File: src/rtl/fpu_hp_wb_sequencer_if.sv
`default_nettype none
// ============================================================================
// Module      : fpu_hp_wb_sequencer_if
// Description : Wishbone slave bus, FPU issue/response and IRQ signals
//               bundled for the half-precision FPU command sequencer.
// Revision    : 1.0 - initial release
// ============================================================================
interface fpu_hp_wb_sequencer_if;
    logic        wbs_stb_i;
    logic        wbs_cyc_i;
    logic        wbs_we_i;
    logic [3:0]  wbs_sel_i;
    logic [31:0] wbs_adr_i;
    logic [31:0] wbs_dat_i;
    logic        wbs_ack_o;
    logic [31:0] wbs_dat_o;
    logic [15:0] fpu_opa_o;
    logic [15:0] fpu_opb_o;
    logic [3:0]  fpu_op_o;
    logic [2:0]  fpu_rm_o;
    logic        fpu_valid_o;
    logic [15:0] fpu_result_i;
    logic [4:0]  fpu_flags_i;
    logic        fpu_done_i;
    logic        irq_o;

    // Sequencer side
    modport slave (
        input  wbs_stb_i, wbs_cyc_i, wbs_we_i, wbs_sel_i, wbs_adr_i, wbs_dat_i,
        input  fpu_result_i, fpu_flags_i, fpu_done_i,
        output wbs_ack_o, wbs_dat_o,
        output fpu_opa_o, fpu_opb_o, fpu_op_o, fpu_rm_o, fpu_valid_o,
        output irq_o
    );

    // SoC / FPU-core side
    modport master (
        output wbs_stb_i, wbs_cyc_i, wbs_we_i, wbs_sel_i, wbs_adr_i, wbs_dat_i,
        output fpu_result_i, fpu_flags_i, fpu_done_i,
        input  wbs_ack_o, wbs_dat_o,
        input  fpu_opa_o, fpu_opb_o, fpu_op_o, fpu_rm_o, fpu_valid_o,
        input  irq_o
    );
endinterface
`default_nettype wire

File: src/rtl/fpu_hp_wb_sequencer.sv
`default_nettype none
// ============================================================================
// Module      : fpu_hp_wb_sequencer
// Description : Wishbone-controlled command sequencer for the half-precision
//               FPU. Holds operand/opcode/rounding registers, issues one
//               operation at a time, waits for done with a timeout, captures
//               result and flags and raises a level IRQ on completion.
// Revision    : 1.0 - initial release
// ============================================================================
module fpu_hp_wb_sequencer #(
    parameter logic [31:0] BASE_ADDR      = 32'h3000_0000,
    parameter int          TIMEOUT_CYCLES = 64
) (
    input  wire logic            wb_clk_i,
    input  wire logic            wb_rst_i,
    fpu_hp_wb_sequencer_if.slave bus
);
    localparam logic [1:0] c_IDLE  = 2'd0;
    localparam logic [1:0] c_ISSUE = 2'd1;
    localparam logic [1:0] c_WAIT  = 2'd2;

    localparam int                 c_CNT_W    = $clog2(TIMEOUT_CYCLES + 1);
    localparam logic [c_CNT_W-1:0] c_CNT_LAST = c_CNT_W'(TIMEOUT_CYCLES - 1);

    logic [1:0]         r_state, w_state_nxt;
    logic [c_CNT_W-1:0] r_cnt, w_cnt_nxt;
    logic               w_set_done, w_set_tmo;

    logic        r_ack;
    logic [31:0] r_dat, w_rdata;
    logic [15:0] r_opa, r_opb, r_result;
    logic [3:0]  r_op, w_op_new;
    logic [2:0]  r_rm, w_rm_new;
    logic        r_irq_en, r_done, r_timeout, r_overrun, r_irq;
    logic [4:0]  r_flags;
    logic [15:0] r_fpu_opa, r_fpu_opb;
    logic [3:0]  r_fpu_op;
    logic [2:0]  r_fpu_rm;

    // Bus decode: every request is acked, only in-range offsets 0..4 act
    wire       w_req       = bus.wbs_stb_i & bus.wbs_cyc_i & ~r_ack;
    wire       w_hit       = (bus.wbs_adr_i[31:5] == BASE_ADDR[31:5]);
    wire [2:0] w_off       = bus.wbs_adr_i[4:2];
    wire       w_wr        = w_req & bus.wbs_we_i & w_hit;
    wire       w_wr_opa    = w_wr & (w_off == 3'd0);
    wire       w_wr_opb    = w_wr & (w_off == 3'd1);
    wire       w_wr_ctrl   = w_wr & (w_off == 3'd2);
    wire       w_wr_stat   = w_wr & (w_off == 3'd3);
    wire       w_busy      = (r_state != c_IDLE);
    wire       w_start_req = w_wr_ctrl & bus.wbs_sel_i[3] & bus.wbs_dat_i[31];
    wire       w_start     = w_start_req & ~w_busy;
    wire       w_ovr_set   = w_start_req & w_busy;
    wire       w_w1c       = w_wr_stat & bus.wbs_sel_i[0];
    wire       w_unused    = ^{bus.wbs_adr_i[1:0], bus.wbs_dat_i[30:16], bus.wbs_sel_i[2]};

    // The opcode/rounding mode written together with a start are the ones issued
    assign w_op_new = (w_wr_ctrl & bus.wbs_sel_i[0]) ? bus.wbs_dat_i[3:0] : r_op;
    assign w_rm_new = (w_wr_ctrl & bus.wbs_sel_i[0]) ? bus.wbs_dat_i[6:4] : r_rm;

    // Read-back multiplexer; unmapped offsets and foreign addresses read 0
    always_comb begin
        w_rdata = '0;
        if (w_hit) begin
            case (w_off)
                3'd0:    w_rdata = {16'b0, r_opa};
                3'd1:    w_rdata = {16'b0, r_opb};
                3'd2:    w_rdata = {23'b0, r_irq_en, 1'b0, r_rm, r_op};
                3'd3:    w_rdata = {23'b0, r_flags, r_overrun, r_timeout, r_done, w_busy};
                3'd4:    w_rdata = {16'b0, r_result};
                default: w_rdata = '0;
            endcase
        end
    end

    // Single-cycle registered acknowledge with read data captured at request
    always_ff @(posedge wb_clk_i or posedge wb_rst_i) begin
        if (wb_rst_i) begin
            r_ack <= 1'b0;
            r_dat <= '0;
        end else begin
            r_ack <= w_req;
            r_dat <= w_req ? w_rdata : '0;
        end
    end

    // Software-visible operand and control registers with byte enables
    always_ff @(posedge wb_clk_i or posedge wb_rst_i) begin
        if (wb_rst_i) begin
            r_opa    <= '0;
            r_opb    <= '0;
            r_op     <= '0;
            r_rm     <= '0;
            r_irq_en <= 1'b0;
        end else begin
            if (w_wr_opa & bus.wbs_sel_i[0]) r_opa[7:0]  <= bus.wbs_dat_i[7:0];
            if (w_wr_opa & bus.wbs_sel_i[1]) r_opa[15:8] <= bus.wbs_dat_i[15:8];
            if (w_wr_opb & bus.wbs_sel_i[0]) r_opb[7:0]  <= bus.wbs_dat_i[7:0];
            if (w_wr_opb & bus.wbs_sel_i[1]) r_opb[15:8] <= bus.wbs_dat_i[15:8];
            r_op <= w_op_new;
            r_rm <= w_rm_new;
            if (w_wr_ctrl & bus.wbs_sel_i[1]) r_irq_en <= bus.wbs_dat_i[8];
        end
    end

    // FSM state and wait-counter registers
    always_ff @(posedge wb_clk_i or posedge wb_rst_i) begin
        if (wb_rst_i) begin
            r_state <= c_IDLE;
            r_cnt   <= '0;
        end else begin
            r_state <= w_state_nxt;
            r_cnt   <= w_cnt_nxt;
        end
    end

    // FSM next state: done beats the timeout when both land on the last cycle
    always_comb begin
        w_state_nxt = r_state;
        w_cnt_nxt   = r_cnt;
        w_set_done  = 1'b0;
        w_set_tmo   = 1'b0;
        case (r_state)
            c_IDLE: begin
                if (w_start) w_state_nxt = c_ISSUE;
            end
            c_ISSUE: begin
                w_state_nxt = c_WAIT;
                w_cnt_nxt   = '0;
            end
            c_WAIT: begin
                if (bus.fpu_done_i) begin
                    w_state_nxt = c_IDLE;
                    w_set_done  = 1'b1;
                end else if (r_cnt == c_CNT_LAST) begin
                    w_state_nxt = c_IDLE;
                    w_set_tmo   = 1'b1;
                end else begin
                    w_cnt_nxt = r_cnt + c_CNT_W'(1);
                end
            end
            default: w_state_nxt = c_IDLE;
        endcase
    end

    // Issue latches: frozen for the whole operation
    always_ff @(posedge wb_clk_i or posedge wb_rst_i) begin
        if (wb_rst_i) begin
            r_fpu_opa <= '0;
            r_fpu_opb <= '0;
            r_fpu_op  <= '0;
            r_fpu_rm  <= '0;
        end else if (w_start) begin
            r_fpu_opa <= r_opa;
            r_fpu_opb <= r_opb;
            r_fpu_op  <= w_op_new;
            r_fpu_rm  <= w_rm_new;
        end
    end

    // Status, result and flags; a set beats a same-edge W1C clear
    always_ff @(posedge wb_clk_i or posedge wb_rst_i) begin
        if (wb_rst_i) begin
            r_done    <= 1'b0;
            r_timeout <= 1'b0;
            r_overrun <= 1'b0;
            r_flags   <= '0;
            r_result  <= '0;
        end else begin
            if (w_set_done) begin
                r_done   <= 1'b1;
                r_result <= bus.fpu_result_i;
                r_flags  <= bus.fpu_flags_i;
            end else if (w_start | (w_w1c & bus.wbs_dat_i[1])) begin
                r_done <= 1'b0;
            end
            if (w_set_tmo)                                     r_timeout <= 1'b1;
            else if (w_start | (w_w1c & bus.wbs_dat_i[2]))     r_timeout <= 1'b0;
            if (w_ovr_set)                                     r_overrun <= 1'b1;
            else if (w_w1c & bus.wbs_dat_i[3])                 r_overrun <= 1'b0;
        end
    end

    // Registered level interrupt
    always_ff @(posedge wb_clk_i or posedge wb_rst_i) begin
        if (wb_rst_i) r_irq <= 1'b0;
        else          r_irq <= r_irq_en & (r_done | r_timeout);
    end

    assign bus.wbs_ack_o   = r_ack;
    assign bus.wbs_dat_o   = r_dat;
    assign bus.fpu_opa_o   = r_fpu_opa;
    assign bus.fpu_opb_o   = r_fpu_opb;
    assign bus.fpu_op_o    = r_fpu_op;
    assign bus.fpu_rm_o    = r_fpu_rm;
    assign bus.fpu_valid_o = (r_state == c_ISSUE);
    assign bus.irq_o       = r_irq;
endmodule
`default_nettype wire
File: src/flat_wrapper.sv
// flat-port wrapper written by rule: the top's interface ports become plain ports
module fpu_hp_wb_sequencer_flat 
#(
    parameter logic [31:0] BASE_ADDR      = 32'h3000_0000,
    parameter int          TIMEOUT_CYCLES = 64
)
  (wb_clk_i, wb_rst_i, bus_wbs_stb_i, bus_wbs_cyc_i, bus_wbs_we_i, bus_wbs_sel_i, bus_wbs_adr_i, bus_wbs_dat_i, bus_fpu_result_i, bus_fpu_flags_i, bus_fpu_done_i, bus_wbs_ack_o, bus_wbs_dat_o, bus_fpu_opa_o, bus_fpu_opb_o, bus_fpu_op_o, bus_fpu_rm_o, bus_fpu_valid_o, bus_irq_o);
  fpu_hp_wb_sequencer_if bus_i ();
  input  wire logic wb_clk_i;
  input  wire logic wb_rst_i;
  input wire logic [$bits(bus_i.wbs_stb_i)-1:0] bus_wbs_stb_i;
  input wire logic [$bits(bus_i.wbs_cyc_i)-1:0] bus_wbs_cyc_i;
  input wire logic [$bits(bus_i.wbs_we_i)-1:0] bus_wbs_we_i;
  input wire logic [$bits(bus_i.wbs_sel_i)-1:0] bus_wbs_sel_i;
  input wire logic [$bits(bus_i.wbs_adr_i)-1:0] bus_wbs_adr_i;
  input wire logic [$bits(bus_i.wbs_dat_i)-1:0] bus_wbs_dat_i;
  input wire logic [$bits(bus_i.fpu_result_i)-1:0] bus_fpu_result_i;
  input wire logic [$bits(bus_i.fpu_flags_i)-1:0] bus_fpu_flags_i;
  input wire logic [$bits(bus_i.fpu_done_i)-1:0] bus_fpu_done_i;
  output wire logic [$bits(bus_i.wbs_ack_o)-1:0] bus_wbs_ack_o;
  output wire logic [$bits(bus_i.wbs_dat_o)-1:0] bus_wbs_dat_o;
  output wire logic [$bits(bus_i.fpu_opa_o)-1:0] bus_fpu_opa_o;
  output wire logic [$bits(bus_i.fpu_opb_o)-1:0] bus_fpu_opb_o;
  output wire logic [$bits(bus_i.fpu_op_o)-1:0] bus_fpu_op_o;
  output wire logic [$bits(bus_i.fpu_rm_o)-1:0] bus_fpu_rm_o;
  output wire logic [$bits(bus_i.fpu_valid_o)-1:0] bus_fpu_valid_o;
  output wire logic [$bits(bus_i.irq_o)-1:0] bus_irq_o;
  assign bus_i.wbs_stb_i = bus_wbs_stb_i;
  assign bus_i.wbs_cyc_i = bus_wbs_cyc_i;
  assign bus_i.wbs_we_i = bus_wbs_we_i;
  assign bus_i.wbs_sel_i = bus_wbs_sel_i;
  assign bus_i.wbs_adr_i = bus_wbs_adr_i;
  assign bus_i.wbs_dat_i = bus_wbs_dat_i;
  assign bus_i.fpu_result_i = bus_fpu_result_i;
  assign bus_i.fpu_flags_i = bus_fpu_flags_i;
  assign bus_i.fpu_done_i = bus_fpu_done_i;
  assign bus_wbs_ack_o = bus_i.wbs_ack_o;
  assign bus_wbs_dat_o = bus_i.wbs_dat_o;
  assign bus_fpu_opa_o = bus_i.fpu_opa_o;
  assign bus_fpu_opb_o = bus_i.fpu_opb_o;
  assign bus_fpu_op_o = bus_i.fpu_op_o;
  assign bus_fpu_rm_o = bus_i.fpu_rm_o;
  assign bus_fpu_valid_o = bus_i.fpu_valid_o;
  assign bus_irq_o = bus_i.irq_o;
  fpu_hp_wb_sequencer #(.BASE_ADDR(BASE_ADDR), .TIMEOUT_CYCLES(TIMEOUT_CYCLES)) u_core (.wb_clk_i(wb_clk_i), .wb_rst_i(wb_rst_i), .bus(bus_i));
endmodule
File: config.mk
export PLATFORM = sky130hd
export DESIGN_NAME = fpu_hp_wb_sequencer_flat
export DESIGN_NICKNAME = d
export VERILOG_FILES = /design/src/rtl/fpu_hp_wb_sequencer_if.sv /design/src/rtl/fpu_hp_wb_sequencer.sv /design/src/flat_wrapper.sv
export SDC_FILE = /design/constraint.sdc
export NUM_CORES = 1
export LEC_CHECK = 0
export BUFFER_PORTS_ARGS = -buffer_cell sky130_fd_sc_hd__buf_2
export CAP_MARGIN = 20
export CORE_MARGIN = 2
export CORE_UTILIZATION = 35
export DETAILED_ROUTE_END_ITERATION = 8
export PLACE_DENSITY = 0.68
export SLEW_MARGIN = 20
export SYNTH_ARGS = -nofsm -noshare
export SYNTH_HDL_FRONTEND = slang
export SYNTH_SLANG_ARGS = --single-unit
File: constraint.sdc
create_clock -name wb_clk_i -period 5.1 [get_ports wb_clk_i]
set_input_delay 0.765 -clock wb_clk_i [delete_from_list [all_inputs] [get_ports wb_clk_i]]
set_output_delay 0.765 -clock wb_clk_i [all_outputs]
set_load 0.05 [all_outputs]
==> results of run 1 <==
worst max path at each step:
| stage | endpoint | slack, ps |
|---|---|---|
| 6_report | u_core.r_op[2] | 2090 |
| 5_1_grt | u_core.r_op[2] | 1860 |
| 4_1_cts | u_core.r_op[2] | 2080 |
| 3_5_place_dp | u_core.r_op[2] | 1630 |
| 3_3_place_gp | u_core.r_op[1] | 1690 |
| 2_1_floorplan | u_core.bus.fpu_op_o[0] | 870 |
layout by cell type, fill, tap and decap left out, types with 3 or more instances in the layout:
| cell type | count |
|---|---|
| nand3_1 | 6 |
| conb_1 | 16 |
| a22o_1 | 8 |
| nor4_4 | 4 |
| a21oi_1 | 10 |
| mux2_2 | 114 |
| a221oi_1 | 7 |
| nand4_1 | 5 |
| nor3_1 | 20 |
| inv_1 | 6 |
| clkbuf_1 | 4 |
| o21ai_0 | 7 |
| nand2_1 | 10 |
| bufinv_16 | 6 |
| buf_4 | 7 |
| nor4_1 | 6 |
| buf_2 | 134 |
| nor2_1 | 11 |
| clkbuf_16 | 17 |
| dfrtp_1 | 130 |
| mux2i_1 | 11 |
| nand2b_1 | 3 |
metal layers:
| metal | part of all wire, % | GRT usage, % |
|---|---|---|
| met4 | 1.1 | 5.98 |
| met2 | 48 | 28.6 |
| met1 | 44 | 22.3 |
| met5 | 0 | 0 |
| met3 | 6.6 | 5.69 |
registers in the layout, indices dropped and copies added, names as in the netlist:
name / flops
u_core.r_done: 1
u_core.r_irq_en: 1
u_core.r_result: 16
u_core.r_op: 4
u_core.r_rm: 3
u_core.r_opa: 16
u_core.r_timeout: 1
u_core.r_flags: 5
u_core.bus.wbs_dat_o: 16
u_core.r_state: 2
u_core.r_cnt: 7
u_core.r_opb: 16
u_core.bus.fpu_opb_o: 16
u_core.r_overrun: 1
u_core.bus.irq_o: 1
u_core.bus.fpu_op_o: 4
u_core.bus.fpu_rm_o: 3
u_core.bus.fpu_opa_o: 16
u_core.bus.wbs_ack_o: 1
critical path, cell delays in order:
cell and delay [ps]:
buf_2 500, nor3b_1 570, buf_4 270, nand2_2 180, nor3_2 570, mux2_2 420
stage by stage:
step	area (um^2)	total power, uW	util (%)	setup slack (ps)
CTS	7230	2610	45.4	2080
global placement	6570	1230	41.2	1690
global route	7240	2670	45.4	1860
floorplan	5780	1190	-	866
detailed placement	6570	1240	41.2	1630
finish	7240	2590	45.4	2090
layout make-up:
class,count,area [um^2],area share (%)
Clock inverter,9,204,2.82
Inverter,7,28.8,0.398
Clock buffer,22,454,6.28
Timing Repair Buffer,141,723,9.99
Multi-Input combinational cell,269,2300,31.8
Tap cell,216,270,3.73
Sequential cell,130,3250,45.0
where the power goes:
part / internal, uW / switching (uW)
sequential: 1050 / 12.6
combinational: 54.7 / 98.0
clock: 928 / 445
cell families (layout without fill, tap and decap cells):
group,count (synthesis),in the layout,share of synthesized area [%]
fa+ha+maj,1,1,0.219
flops,130,130,56.8
mux,125,125,24.3
simple gates,83,83,8.94
xor+xnor,1,1,0.153
buf+inv,44,179,4.13
compound gates,43,43,5.31
other cells,1,16,0.0655
==> qor.yml, run 1 <==
die_y_um: 132
ys_ff_latch: 130
critPathRequiredTime_ps: 5390
final_nets: 662
setup_viol_count_final: 0
finalSetupTns_ps: 0
hold_viol: 0
min_period_ps: 3010
fin_cells: 794
rsz0062_at_grt: "false"
die_area_um2: 17400
post-dp-hpwl_um: 10200
place_inst: 763
synthCells: 428
period_share_pct: 59.0
tightestPinTransition_ps: 1060
synth_area_um2: 5720
r2r_start: "u_core.bus.wbs_ack_o"
worstSetupStartpointType: "input pin"
cp-startpoint: "bus_wbs_adr_i[3]"
antenna_found_initial: 0
r2r-end: "u_core.r_opb[10]"
routed_via_density: 5.05
rows: 46
grt_usage_pct: 17.6
cts_buffers: 17
antenna_left: 0
ios: 169
max_freq_mhz: 332
cap_violations: 0
grt_pass1_wl_um: 23700
status: "complete, no violations"
ctsResizeCount: 0
whs_ps: 432
drive_gt1_share_pct: 50.7
tritoncts: "built"
drt_iter0_markers: 247
routabilityCongestion: 0.823
reg2regPathDepth: 4
hp-class: "input pin to asynchronous set/reset pin"
port_buffers: 134
synth_top_area_share_pct: 56.8
arrival_ps: 3310
p_per_area_nw_per_um2: 358
ys_warn_count: 0
wl_per_cell_um: 18.5
clockRootBuffer: "clkbuf_16"
start_util_pct: 35.9
synth_edf_count: 0
drt-total-wl_um: 14700
clk_pin_slew_worst_paths_ps: 50
coreArea_um2: 15900
grt_overflow: 0
path_class: "input pin to flip-flop"
grt_max_degree: 49
grt_pass1_vias: 4328
peakVddDrop_mv: 0.231
synthTopCellsByArea: "dfrtp_1 (57%), mux2_2 (22%), buf_4 (2.2%), mux2i_1 (1.9%), nor3_1 (1.8%)"
clkSinkCount: 130
die_x_um: 132
area_growth_pct: 26.4
seq_area_frac_synth_pct: 56.8
n_antenna_cell: 0
clockBufferDepth: 2
dr.pass1.iters: 4
syn_avg_cell_area_um2: 13.4
slew_viol_final: 0
cts_hold_buffers: 0
synth_flop_cell: "dfrtp_1"
cts_setup_buffers: 0
synth_cell_types: 43
cts_htree_levels: 4
cp-end-kind: "flip-flop"
slew-limit-headroom_pct: 28.7
synth.most_common_cell: "dfrtp_1"
clk_latency_ps: 420
power.leakage_uw: 0.00370
worstPathMaxFanout: 29
yosys.area.top_type: "dfrtp_1"
vias: 4008
clock_skew_ps: 11.6
synthTopCellsByCount: "dfrtp_1 (130), mux2_2 (114), nor3_1 (21), buf_4 (17)"
r2r_slack_ps: 2330
fillers: 1464
synthArstFlopShare_pct: 100
drc: 0
No activity file was read; power rests on OpenSTA's default activity.
==> run 2, diff against run 1 <==
- PLACE_DENSITY: 0.68 -> 0.7
- clock period: 5.1 -> 2.65 ns (I/O delays scaled with it)
==> run 2 against run 1 <==
Net effect:
- sequential share of layout area is 0.54 points lower
- register-to-register slack got worse by 1700 ps
- wire length is 0.22% lower
- worst setup slack got worse by 1500 ps
- combinational power up 98%
- first-iteration DRC count is 11% lower
- clock power is 74% higher
- non-clock buffer count is 13 higher
- critical path type unchanged
- critical endpoint is now u_core.r_op[1]
- largest power group unchanged
==> qor.yml, run 2 (synthesized netlist as in run 1, its figures left out) <==
clockRootBuffer: "clkbuf_16"
die_x_um: 132
layout_common_cells: "buf_2 (134), dfrtp_1 (130), mux2_2 (114)"
grt_usage_pct: 17.8
post-dp-hpwl_um: 10500
ctsResizeCount: 0
final_nets: 675
cts_hold_buffers: 0
dr.pass1.iters: 4
ios: 169
finalSetupTns_ps: 0
whs_ps: 50.0
n_antenna_cell: 0
p_int_uw: 3650
peakVddDrop_mv: 0.426
r2r_slack_ps: 620
grt_pass1_wl_um: 24200
endpoint: "u_core.r_op[1]"
clock_skew_ps: 15.3
r2r_start: "u_core.bus.wbs_ack_o"
pre_cts_slack_ps: 207
tritoncts: "built"
grt_overflow: 0
hold_viol: 0
comb_power_share_pct: 6.4
cp-startpoint: "bus_wbs_adr_i[2]"
slew-limit-headroom_pct: 33.2
clk_pin_slew_worst_paths_ps: 60
p_per_area_nw_per_um2: 649
rows: 46
grt_pass1_vias: 4485
wl_per_cell_um: 18.2
critPathRequiredTime_ps: 2950
cts_setup_buffers: 0
tightestPinTransition_ps: 994
worst_slack_ps: 623
antenna_left: 0
rsz0062_at_grt: "false"
switchingPower_uw: 1100
antenna_found_initial: 0
power_frac_seq_pct: 43.2
worstPathMaxFanout: 15
setup_viol_count_final: 0
coreArea_um2: 15900
vias: 4034
max_freq_mhz: 493
cp-end-kind: "flip-flop"
clkSinkCount: 130
power.leakage_uw: 0.00375
routabilityCongestion: 0.847
period_share_pct: 76.5
layout_commonest_cell: "buf_2"
clk_latency_ps: 420
min_period_ps: 2030
drc: 0
drt_iter0_markers: 220
grt_max_degree: 59
r2r-end: "u_core.bus.fpu_opa_o[15]"
clkPwrFrac_pct: 50.4
arrival_ps: 2330
reg2regPathDepth: 6
status: "complete, no violations"
hp-class: "input pin to asynchronous set/reset pin"
die_area_um2: 17400
path_class: "input pin to flip-flop"
slew_viol_final: 0
cts_buffers: 17
worstSetupStartpointType: "input pin"
cap_violations: 0
start_util_pct: 35.9
finalCoreUtilization_pct: 45.9
port_buffers: 134
cts_htree_levels: 4
die_y_um: 132
clockBufferDepth: 2
drt-total-wl_um: 14700
drive_gt1_share_pct: 51.9
routed_via_density: 4.99
area_growth_pct: 28.0
switching_share_pct: 23.2
-- run 2: stage by stage --
stage	power [uW]	cells	instance area [um^2]
after floorplan	2280	443	5780
after global placement	2380	776	6720
after detailed placement	2390	776	6720
after CTS	4790	808	7320
after global routing	4920	808	7320
final	4750	808	7320
-- run 2: worst min path at each step --
stage / from / endpoint / slack, ps / cells after the start
final: wb_rst_i / u_core.bus.fpu_opa_o[8] / 50 / 2
after global routing: wb_rst_i / u_core.r_flags[4] / 100 / 2
after CTS: wb_rst_i / u_core.bus.fpu_opa_o[8] / 60 / 2
after detailed placement: u_core.bus.fpu_op_o[1] / u_core.bus.fpu_op_o[1] / 490 / 1
after global placement: u_core.bus.fpu_opb_o[10] / u_core.bus.fpu_opb_o[10] / 490 / 1
after floorplan: u_core.r_overrun / u_core.r_overrun / 460 / 2
-- run 2: power by group through the flow --
stage	Sequential, uW	Combinational, uW	Clock (uW)
after floorplan	2080	203	0
final	2050	303	2390
after CTS	2050	307	2430
after global placement	2090	298	0
after detailed placement	2090	304	0
after global routing	2060	334	2530
-- run 2: worst max-delay path, cell delays in order --
cell and delay (ps):
buf_2 210, nor3b_1 340, buf_4 230, nand2_2 160
nor3_2 560, mux2_2 410
-- run 2: final cells by class --
| class | count | area (um^2) |
|---|---|---|
| Tap cell | 216 | 270 |
| Timing Repair Buffer | 154 | 871 |
| Multi-Input combinational cell | 269 | 2300 |
| Sequential cell | 130 | 3250 |
| Clock inverter | 12 | 158 |
| Fill cell | 1446 | 8620 |
| Clock buffer | 20 | 447 |
| Inverter | 7 | 30.0 |
-- run 2: layer usage --
| metal | part of all wire (%) | vias to the layer above | routed length (um) | GRT usage [%] |
|---|---|---|---|---|
| met1 | 43 | 2011 | 6280 | 21.8 |
| li1 | - | 1832 | - | - |
| met3 | 6.1 | 21 | 894 | 4.96 |
| met2 | 49 | 170 | 7140 | 29.3 |
| met5 | 0 | - | 0 | 0 |
| met4 | 2.5 | 0 | 365 | 8.33 |
==> run 3, diff against run 2 <==
- ABC_AREA: unset -> 1
- clock period: 2.65 -> 1.6 ns (I/O delays scaled with it)
==> run 3 against run 2 <==
Net effect:
- clock skew is 9.6 ps lower
- global-route usage down 0.061 points
- combinational power grew 77%
- die area is 3.1% higher
- register-to-register slack got worse by 620 ps
- critical path type is now flip-flop to flip-flop
==> qor.yml, run 3 <==
status: "complete, no violations"
place_inst: 1037
grt_overflow: 0
synth_area_um2: 5910
clkPwrFrac_pct: 51.8
clockRootBuffer: "clkbuf_16"
critPathRequiredTime_ps: 1900
synthTopCellsByCount: "nand2_1 (223), dfrtp_1 (130), inv_1 (73), nor2_1 (58), nand3_1 (25)"
slew-limit-headroom_pct: 55.9
ys_warn_count: 0
synth_flop_cell: "dfrtp_1"
die_x_um: 134
worst_slack_ps: 1.99
yosys.area.top_type: "dfrtp_1"
multiInputGateArea_um2: 2410
cap_violations: 0
synth.most_common_cell: "nand2_1"
grt_max_degree: 100
hold_path_end: "u_core.r_result[14]"
hold_depth: 2
antenna_found_initial: 2
ys_ff_latch: 130
layout_common_cells: "nand2_1 (202), buf_2 (133), dfrtp_1 (130)"
cp_slowest_stage_delay_ps: 400
reg2regPathDepth: 9
hold_viol: 0
cp-startpoint: "u_core.bus.wbs_ack_o"
top_layer: "met4"
synthTopCellsByArea: "dfrtp_1 (55%), nand2_1 (14%), inv_1 (4.6%), nor2_1 (3.7%), mux2_2 (2.7%)"
crit_chain: "nor2_2 -> nand2_2 -> nor2_4 -> nand3_4 -> inv_4 -> nand4_4 -> buf_12 -> nand2_1 -> nand2_1"
period_share_pct: 99.9
clkSinkCount: 130
area_growth_pct: 35.1
pre_cts_slack_ps: -82.4
ios: 169
syn_avg_cell_area_um2: 8.70
path_buf_inv: 2
fin_cells: 1085
peakVddDrop_mv: 0.676
crit_path_frequent_cell: "nand2_1"
min_period_ps: 1600
synth_top_area_share_pct: 55.1
layout_commonest_cell: "nand2_1"
synth_cell_types: 42
hp-class: "input pin to flip-flop"
power_frac_seq_pct: 41.7
cp-end-kind: "flip-flop"
grt_pass1_vias: 4927
cts_htree_levels: 4
coreArea_um2: 16500
min_from: "bus_fpu_result_i[14]"
tightestPinTransition_ps: 661
path_class: "flip-flop to flip-flop"
wl_met3_um: 950
switchingPower_uw: 1950
fillers: 1552
slew_viol_final: 0
clk_latency_ps: 420
grt_usage_pct: 17.8
worstSetupStartpointType: "flip-flop"
post-dp-hpwl_um: 11100
antenna_left: 0
wl_per_cell_um: 14.6
seqCellArea_um2: 3250
p_per_area_nw_per_um2: 1020
clockBufferDepth: 2
clk_pin_slew_worst_paths_ps: 60
grt_pass1_wl_um: 24900
final_nets: 946
dr.pass1.iters: 5
rsz0062_at_grt: "true"
routabilityCongestion: 0.843
slowest_stage: "dfrtp_1"
routed_via_density: 4.68
wl_met1_um: 7060
seq_area_frac_synth_pct: 55.1
power.leakage_uw: 0.00420
tritoncts: "built"
drt-total-wl_um: 15900
port_buffers: 134
rows: 47
drc: 0
arrival_ps: 1900
max_freq_mhz: 626
comb_power_share_pct: 6.6
r2r-end: "u_core.bus.fpu_opb_o[4]"
p_int_uw: 6210
r2r_start: "u_core.bus.wbs_ack_o"
synth_edf_count: 0
cts_buffers: 17
switching_share_pct: 23.9
die_area_um2: 17900
vias: 5077
die_y_um: 134
clock_skew_ps: 5.71
met2WireLength_um: 7320
drive_gt1_share_pct: 32.6
finalCoreUtilization_pct: 48.3
synthCells: 679
start_util_pct: 35.8
r2r_slack_ps: 2
critical_path.top_delay_family: "simple AND/OR/NAND/NOR gates"
drt_iter0_markers: 364
worstPathMaxFanout: 32
setup_viol_count_final: 0
synthArstFlopShare_pct: 100
[run 3: changes by cell type in the layout (fill, tap and decap cells not counted), moves of 7 or more]
cell	delta
a22o_1	-8
buf_4	+7
inv_1	+64
mux2_2	-100
mux2i_1	-11
nand2_1	+192
nand2_2	+20
nand3_1	+10
nand3_2	+9
nor2_1	+45
nor3_1	-19
o21ai_1	+26
o21ai_2	+7
[run 3: power by group through the flow]
stage          clock network, uW  registers, uW  logic, uW
2_1_floorplan                  0           3450        332
3_3_place_gp                   0           3450        496
3_5_place_dp                   0           3450        504
4_1_cts                     4260           3400        520
5_1_grt                     4440           3410        598
6_report                    4220           3400        535
[run 3: worst max-delay path by stage]
| stage | to | slack [ps] | cells after the start |
|---|---|---|---|
| 2_1_floorplan | u_core.bus.fpu_op_o[0] | -250 | 1 |
| 3_3_place_gp | u_core.r_opb[1] | -60 | 11 |
| 3_5_place_dp | u_core.r_opb[7] | -80 | 11 |
| 4_1_cts | u_core.r_opb[2] | -40 | 8 |
| 5_1_grt | u_core.r_cnt[3] | -100 | 8 |
| 6_report | u_core.bus.fpu_opb_o[4] | 2 | 9 |
[run 3: cells by family after synthesis]
kind of cell	Yosys count	synth area share, %
AO/OA/AOI/OAI	79	7.94
XOR/XNOR	1	0.148
adder cells (fa/ha/maj)	1	0.212
buffers and inverters	114	8.96
flip-flops	130	55.1
multiplexers	14	2.67
other	1	0.0635
AND/OR/NAND/NOR	339	24.9
[run 3: through the flow]
| stage | setup TNS (ps) | hold slack, ps | area (um^2) | total power [uW] |
|---|---|---|---|---|
| 2_1_floorplan | -43170 | 391 | 5970 | 3780 |
| 3_3_place_gp | -1430 | 336 | 6960 | 3950 |
| 3_5_place_dp | -2380 | 337 | 6960 | 3960 |
| 4_1_cts | -348 | 47.1 | 7710 | 8180 |
| 5_1_grt | -3950 | 51.6 | 7980 | 8450 |
| 6_report | 0 | 52.4 | 7980 | 8160 |
[run 3: timing repair]
item                                    in CTS  in global routing
endpoints found under the setup margin      55                 93
resized for setup                           12                 63
hold buffers                                 1                  0
pin swaps                                    2                 21
hold endpoints to repair                    31                  0
cloned                                       2                  2
buffers inserted                             4                  5
[run 3: layer usage]
metal	vias up	track usage, %
met4	0	8.27
met2	167	26.6
met1	2387	24.5
met5	-	0
li1	2486	-
met3	37	4.20
[run 3: area by class of cell]
| cell class | count | share of cell area, % |
|---|---|---|
| inverter | 77 | 3.70 |
| tap | 220 | 3.45 |
| timing repair buffer | 171 | 13.8 |
| clock inverter | 15 | 2.76 |
| clock buffer | 17 | 5.33 |
| antenna | 2 | 0.0627 |
| multi-input combinational | 453 | 30.2 |
| sequential | 130 | 40.8 |
